<file path="src/rtl/posit_encode_pipe.sv">
// Two-stage posit encoder: builds regime/exponent/fraction into a body with guard
// and sticky bits, then rounds to nearest-even, saturates and applies the sign.
module posit_encode_pipe #(
   parameter int n          = 16,
   parameter int es         = 1,
   parameter int FRAC_WIDTH = 16,
   parameter int LZC_WIDTH  = $clog2(n-1),
   parameter int EXP_WIDTH  = LZC_WIDTH+1+es
) (
   input  logic                        clk_i,
   input  logic                        rst_i,
   input  logic                        in_valid_i,
   output logic                        in_ready_o,
   input  logic                        sign_i,
   input  logic                        zero_i,
   input  logic                        nar_i,
   input  logic signed [EXP_WIDTH:0]   exp_i,
   input  logic [FRAC_WIDTH-1:0]       frac_i,
   input  logic                        sticky_i,
   output logic                        out_valid_o,
   input  logic                        out_ready_i,
   output logic [n-1:0]                posit_o
);

   localparam int SW = n + FRAC_WIDTH + es + 2;
   localparam int BW = n - 1;
   localparam logic signed [EXP_WIDTH:0] K_HI  = (EXP_WIDTH+1)'(n-2);
   localparam logic signed [EXP_WIDTH:0] K_LO  = (EXP_WIDTH+1)'(-(n-2));
   localparam logic [EXP_WIDTH:0]        EMASK = (EXP_WIDTH+1)'((1 << es) - 1);

   logic s1_valid, s2_valid, s1_adv;
   logic [BW-1:0] s1_body;
   logic s1_guard, s1_sticky, s1_sign, s1_zero, s1_nar, s1_maxpos, s1_minpos;

   assign s1_adv      = !s2_valid | out_ready_i;
   assign in_ready_o  = !s1_valid | s1_adv;
   assign out_valid_o = s2_valid;

   // ---------------- stage 1: regime build ----------------
   logic signed [EXP_WIDTH:0] k_full;
   logic signed [LZC_WIDTH:0] k_c;
   logic [EXP_WIDTH:0]        exp_u;
   logic [LZC_WIDTH-1:0]      shamt;
   logic                      k_max, k_min;
   logic [SW-1:0]             x, sh;
   logic [BW-1:0]             d_body;
   logic                      d_guard, d_sticky;

   always_comb begin
      k_full = exp_i >>> es;
      exp_u  = exp_i;
      k_max  = k_full > K_HI;
      k_min  = k_full < K_LO;
      k_c    = k_max ? K_HI[LZC_WIDTH:0] : k_min ? K_LO[LZC_WIDTH:0] : k_full[LZC_WIDTH:0];
      // -k-1 == ~k, so negative k shifts by its complement
      shamt  = k_c[LZC_WIDTH] ? ~k_c[LZC_WIDTH-1:0] : k_c[LZC_WIDTH-1:0];
      // Seed "10.." for k>=0 (sign-extends into ones), "01.." for k<0 (shifts in zeros)
      x      = {~k_c[LZC_WIDTH], k_c[LZC_WIDTH], (SW-2)'(0)}
             | (SW'(exp_u & EMASK) << (SW-2-es))
             | (SW'(frac_i) << (SW-2-es-FRAC_WIDTH));
      sh       = $unsigned($signed(x) >>> shamt);
      d_body   = sh[SW-1 -: BW];
      d_guard  = sh[SW-1-BW];
      d_sticky = (|sh[SW-2-BW:0]) | sticky_i;
   end

   always_ff @(posedge clk_i or posedge rst_i) begin
      if (rst_i) begin
         s1_valid  <= 1'b0;
         s1_body   <= '0;
         s1_guard  <= 1'b0;
         s1_sticky <= 1'b0;
         s1_sign   <= 1'b0;
         s1_zero   <= 1'b0;
         s1_nar    <= 1'b0;
         s1_maxpos <= 1'b0;
         s1_minpos <= 1'b0;
      end else if (in_ready_o) begin
         s1_valid <= in_valid_i;
         if (in_valid_i) begin
            s1_body   <= d_body;
            s1_guard  <= d_guard;
            s1_sticky <= d_sticky;
            s1_sign   <= sign_i;
            s1_zero   <= zero_i;
            s1_nar    <= nar_i;
            s1_maxpos <= k_max;
            s1_minpos <= k_min;
         end
      end
   end

   // ---------------- stage 2: round, saturate, sign ----------------
   logic          inc;
   logic [BW:0]   sum;
   logic [BW-1:0] body_r;
   logic [n-1:0]  mag, res;

   always_comb begin
      inc = s1_guard & (s1_body[0] | s1_sticky);
      sum = {1'b0, s1_body} + (BW+1)'(inc);
      if (s1_maxpos || sum[BW])       body_r = '1;
      else if (s1_minpos)             body_r = BW'(1);
      else if (sum[BW-1:0] == '0)     body_r = BW'(1);
      else                            body_r = sum[BW-1:0];
      mag = {1'b0, body_r};
      if (s1_nar)       res = {1'b1, (n-1)'(0)};
      else if (s1_zero) res = '0;
      else if (s1_sign) res = -mag;
      else              res = mag;
   end

   always_ff @(posedge clk_i or posedge rst_i) begin
      if (rst_i) begin
         s2_valid <= 1'b0;
         posit_o  <= '0;
      end else if (s1_adv) begin
         s2_valid <= s1_valid;
         if (s1_valid) posit_o <= res;
      end
   end

endmodule

</file>
<file path="config.mk">
export PLATFORM = sky130hd
export DESIGN_NAME = posit_encode_pipe
export DESIGN_NICKNAME = d
export VERILOG_FILES = /design/src/rtl/posit_encode_pipe.sv
export SDC_FILE = /design/constraint.sdc
export NUM_CORES = 1
export LEC_CHECK = 0
export BUFFER_PORTS_ARGS = -buffer_cell sky130_fd_sc_hd__buf_4
export CAP_MARGIN = 0
export CORE_MARGIN = 2
export CORE_UTILIZATION = 59
export DETAILED_ROUTE_END_ITERATION = 8
export PLACE_DENSITY_LB_ADDON = 0.1
export SETUP_SLACK_MARGIN = 0.4
export SLEW_MARGIN = 5
export SYNTH_ARGS = -nofsm -noshare
export SYNTH_HDL_FRONTEND = slang
export SYNTH_SLANG_ARGS = --single-unit
</file>
<file path="constraint.sdc">
create_clock -name clk_i -period 4.2 [get_ports clk_i]
set_clock_uncertainty 0.1 [all_clocks]
set_input_delay 0.21 -clock clk_i [delete_from_list [all_inputs] [get_ports clk_i]]
set_output_delay 0.21 -clock clk_i [all_outputs]
set_load 0.05 [all_outputs]
</file>
==> impl_metrics.toml <==
[global_routing]
grt_pass1_vias = 2878
use_met2 = 0.443
grt_use_total = 0.242
use_met1 = 0.286
met3_usage = 0.0308
antenna_found_initial = 0
top_usage_layer = "met2"
grt_pass1_wl_um = 12800
overflow = 0
grt_max_degree = 42

[timing]
fmax_mhz = 274
fin_crit_sh = 0.868
finalSetupTns_ns = 0
relSlewSlack = 0.403
finalHoldViolCount = 0
rsz0062_at_grt = "true"
hold_ws_ns = 0.00888
slew_violations = 0
worst_pin_slew_ns = 0.890
min_period_ns = 3.65
setup_violations = 0

[layout]
fin_nets = 468
area_growth_syn_to_layout_pct = 12.2
layout_common_cells = "55 x buf_4, 49 x nand2_1, 40 x dfrtp_1"
diodes = 0
drive_gt1_frac = 0.255
mostFrequentLayoutCell = "buf_4"
n_fill_cell = 501

[critical_path]
cp.depth = 16
worst_path_largest_cell_delay_ns = 0.52
crit_required_ns = 4.28
cp_data_arrival_time_ns = 3.72
crit_fanout = 6
r2r_cells = 16
end_kind = "flop"
cpMaxStageDelayCell = "or4_4"
crit_chain = "o21a_1, ha_2, ha_2, nand3_4, or4_4, mux2i_1, nand4b_1, o31ai_4, nor3_2, ha_1, inv_1, nor4_4, nand4_1, o31ai_2, xor2_1, o21ai_1"
r2r_start = "s1_body[0]"
worstSetupStartpointType = "flop"
cp_top_family = "simple AND/OR/NAND/NOR gates"
crit_path_frequent_cell = "ha_2"
r2r-end = "posit_o[14]"
crit_start = "s1_body[0]"
r2r_setup_slack_ns = 0.55
crit_end = "posit_o[14]"
crit_type = "reg -> reg"
worst-path-buf-inv = 1

[place]
hpwlAfterDp_um = 5730
gp_congestion = 0.909
portBuffers = 48

[floorplan]
die_h_um = 81.4
dieWidth_um = 81.4
die_area_mm2 = 0.00663
row_count = 28
start_util = 0.605
io_pins = 49
core_mm2 = 0.00585

[synthesis]
yosysSeqAreaShare = 0.283
ys_ff_latch = 40
synthFlopType = "dfrtp_1"
async_flop_share = 1.00
synthTopCellsByArea = "dfrtp_1 28%, mux4_2 7.0%, nand2_1 5.2%"
syn_avg_cell_area_um2 = 8.76
synth.top_cell.area_share = 0.283
synth_enable_flop_cells = 0
synth.largest_area_cell = "dfrtp_1"
netlist_instances = 404
ys_types = 72
synth_warnings = 0
syn_area_mm2 = 0.00354
synth_fp_nets = 438

[clock_network]
h-tree-depth = 2
numCtsBuffers = 5
clk_pin_slew_ns = 0.08
ctsRootBufferMaster = "clkbuf_8"
cts_tree = "done"
clk_path_buf_depth = 2
clock_sinks = 40
clk_latency_ns = 0.30

[pwr]
peakVddDrop_mv = 0.219
p_leak_nw = 1.64
power_density_mw_per_mm2 = 378

[run]
maxCapViolCount = 0

[detailed_routing]
wl_per_cell_um = 14.8
drtIter0Drc = 139
first_pass_iters = 4
num_vias = 3024
wl_um = 7530
drc_errors = 0
via_per_inst = 5.93
postRouteAntennaNets = 0

[status]
status = "finished clean"

[worst_hold_path]
hp-class = "in -> reg"
-- per-stage QoR --
step	area (um2)	power, mW	std cells	setup WS, ns	utilization
4_1_cts	3920	1.49	507	0.450	0.670
3_5_place_dp	3810	1.22	498	0.232	0.651
3_3_place_gp	3810	1.20	498	0.381	0.651
5_1_grt	3970	1.60	510	0.348	0.678
6_report	3970	1.50	510	0.553	0.678
2_1_floorplan	3540	1.08	404	0.540	-
-- final cells by class --
type	instances	area, um2	area share
Multi-Input combinational cell	321	2320	0.584
Sequential cell	40	1000	0.252
Timing Repair Buffer	56	423	0.107
Tap cell	75	93.8	0.0236
Clock buffer	7	86.3	0.0218
Inverter	10	37.5	0.00946
Clock inverter	1	7.51	0.00189
-- sequential cells by signal, indices dropped and copies added (netlist names) --
signal       cells
s1_minpos        1
s1_sticky        1
s1_body         15
posit_o         16
s1_maxpos        1
s1_guard         1
s1_nar           1
s1_zero          1
s1_valid         1
out_valid_o      1
s1_sign          1
-- synth_stat cells (all sizes together) (3+ instances only) --
master   n
a31oi    5
ha       3
and2     3
dfrtp   40
xor2    12
nand2   50
a21oi   22
buf     17
xnor2   13
nor4     5
nand4    4
or3      6
mux4    11
nor2    25
nor3    11
a211oi   9
o21a     3
clkbuf  16
a21o    11
o31ai    8
o21ai   40
nor2b    3
inv      9
mux2    13
o41ai    3
nand3   12
mux2i   11
or2      3
-- worst min-delay path by stage --
stage	from	endpoint	depth (start not counted)
final	in_valid_i	s1_valid	2
after global routing	in_valid_i	s1_valid	2
after CTS	in_valid_i	s1_valid	2
after detailed placement	rst_i	s1_zero	3
after global placement	rst_i	posit_o[1]	3
after floorplan	in_valid_i	s1_valid	1
-- cells by family after synthesis --
| family | synth area share |
|---|---|
| simple gates | 0.207 |
| compound gates | 0.225 |
| buf+inv | 0.0704 |
| flops | 0.283 |
| mux | 0.143 |
| xor+xnor | 0.0619 |
| fa+ha+maj | 0.0106 |
-- per-layer routing --
layer  wire length [um]  vias up
met2               3850       55
met4                188        0
li1                   -     1541
met3                200       16
met5                  0        -
met1               3290     1412
-- report_power, final --
group / total (mW) / switching [mW] / internal, mW
combinational: 0.685 / 0.403 / 0.282
sequential: 0.546 / 0.0962 / 0.450
clock: 0.271 / 0.137 / 0.134
-- what timing repair did --
action	in CTS	in global routing
endpoints found under the hold margin	40	0
pin swaps	1	4
setup endpoints to repair	2	6
resized for setup	1	6
gates cloned	0	0
buffers inserted	0	3
hold buffers	1	0
Note: power is estimated with default switching activity, not from simulation.
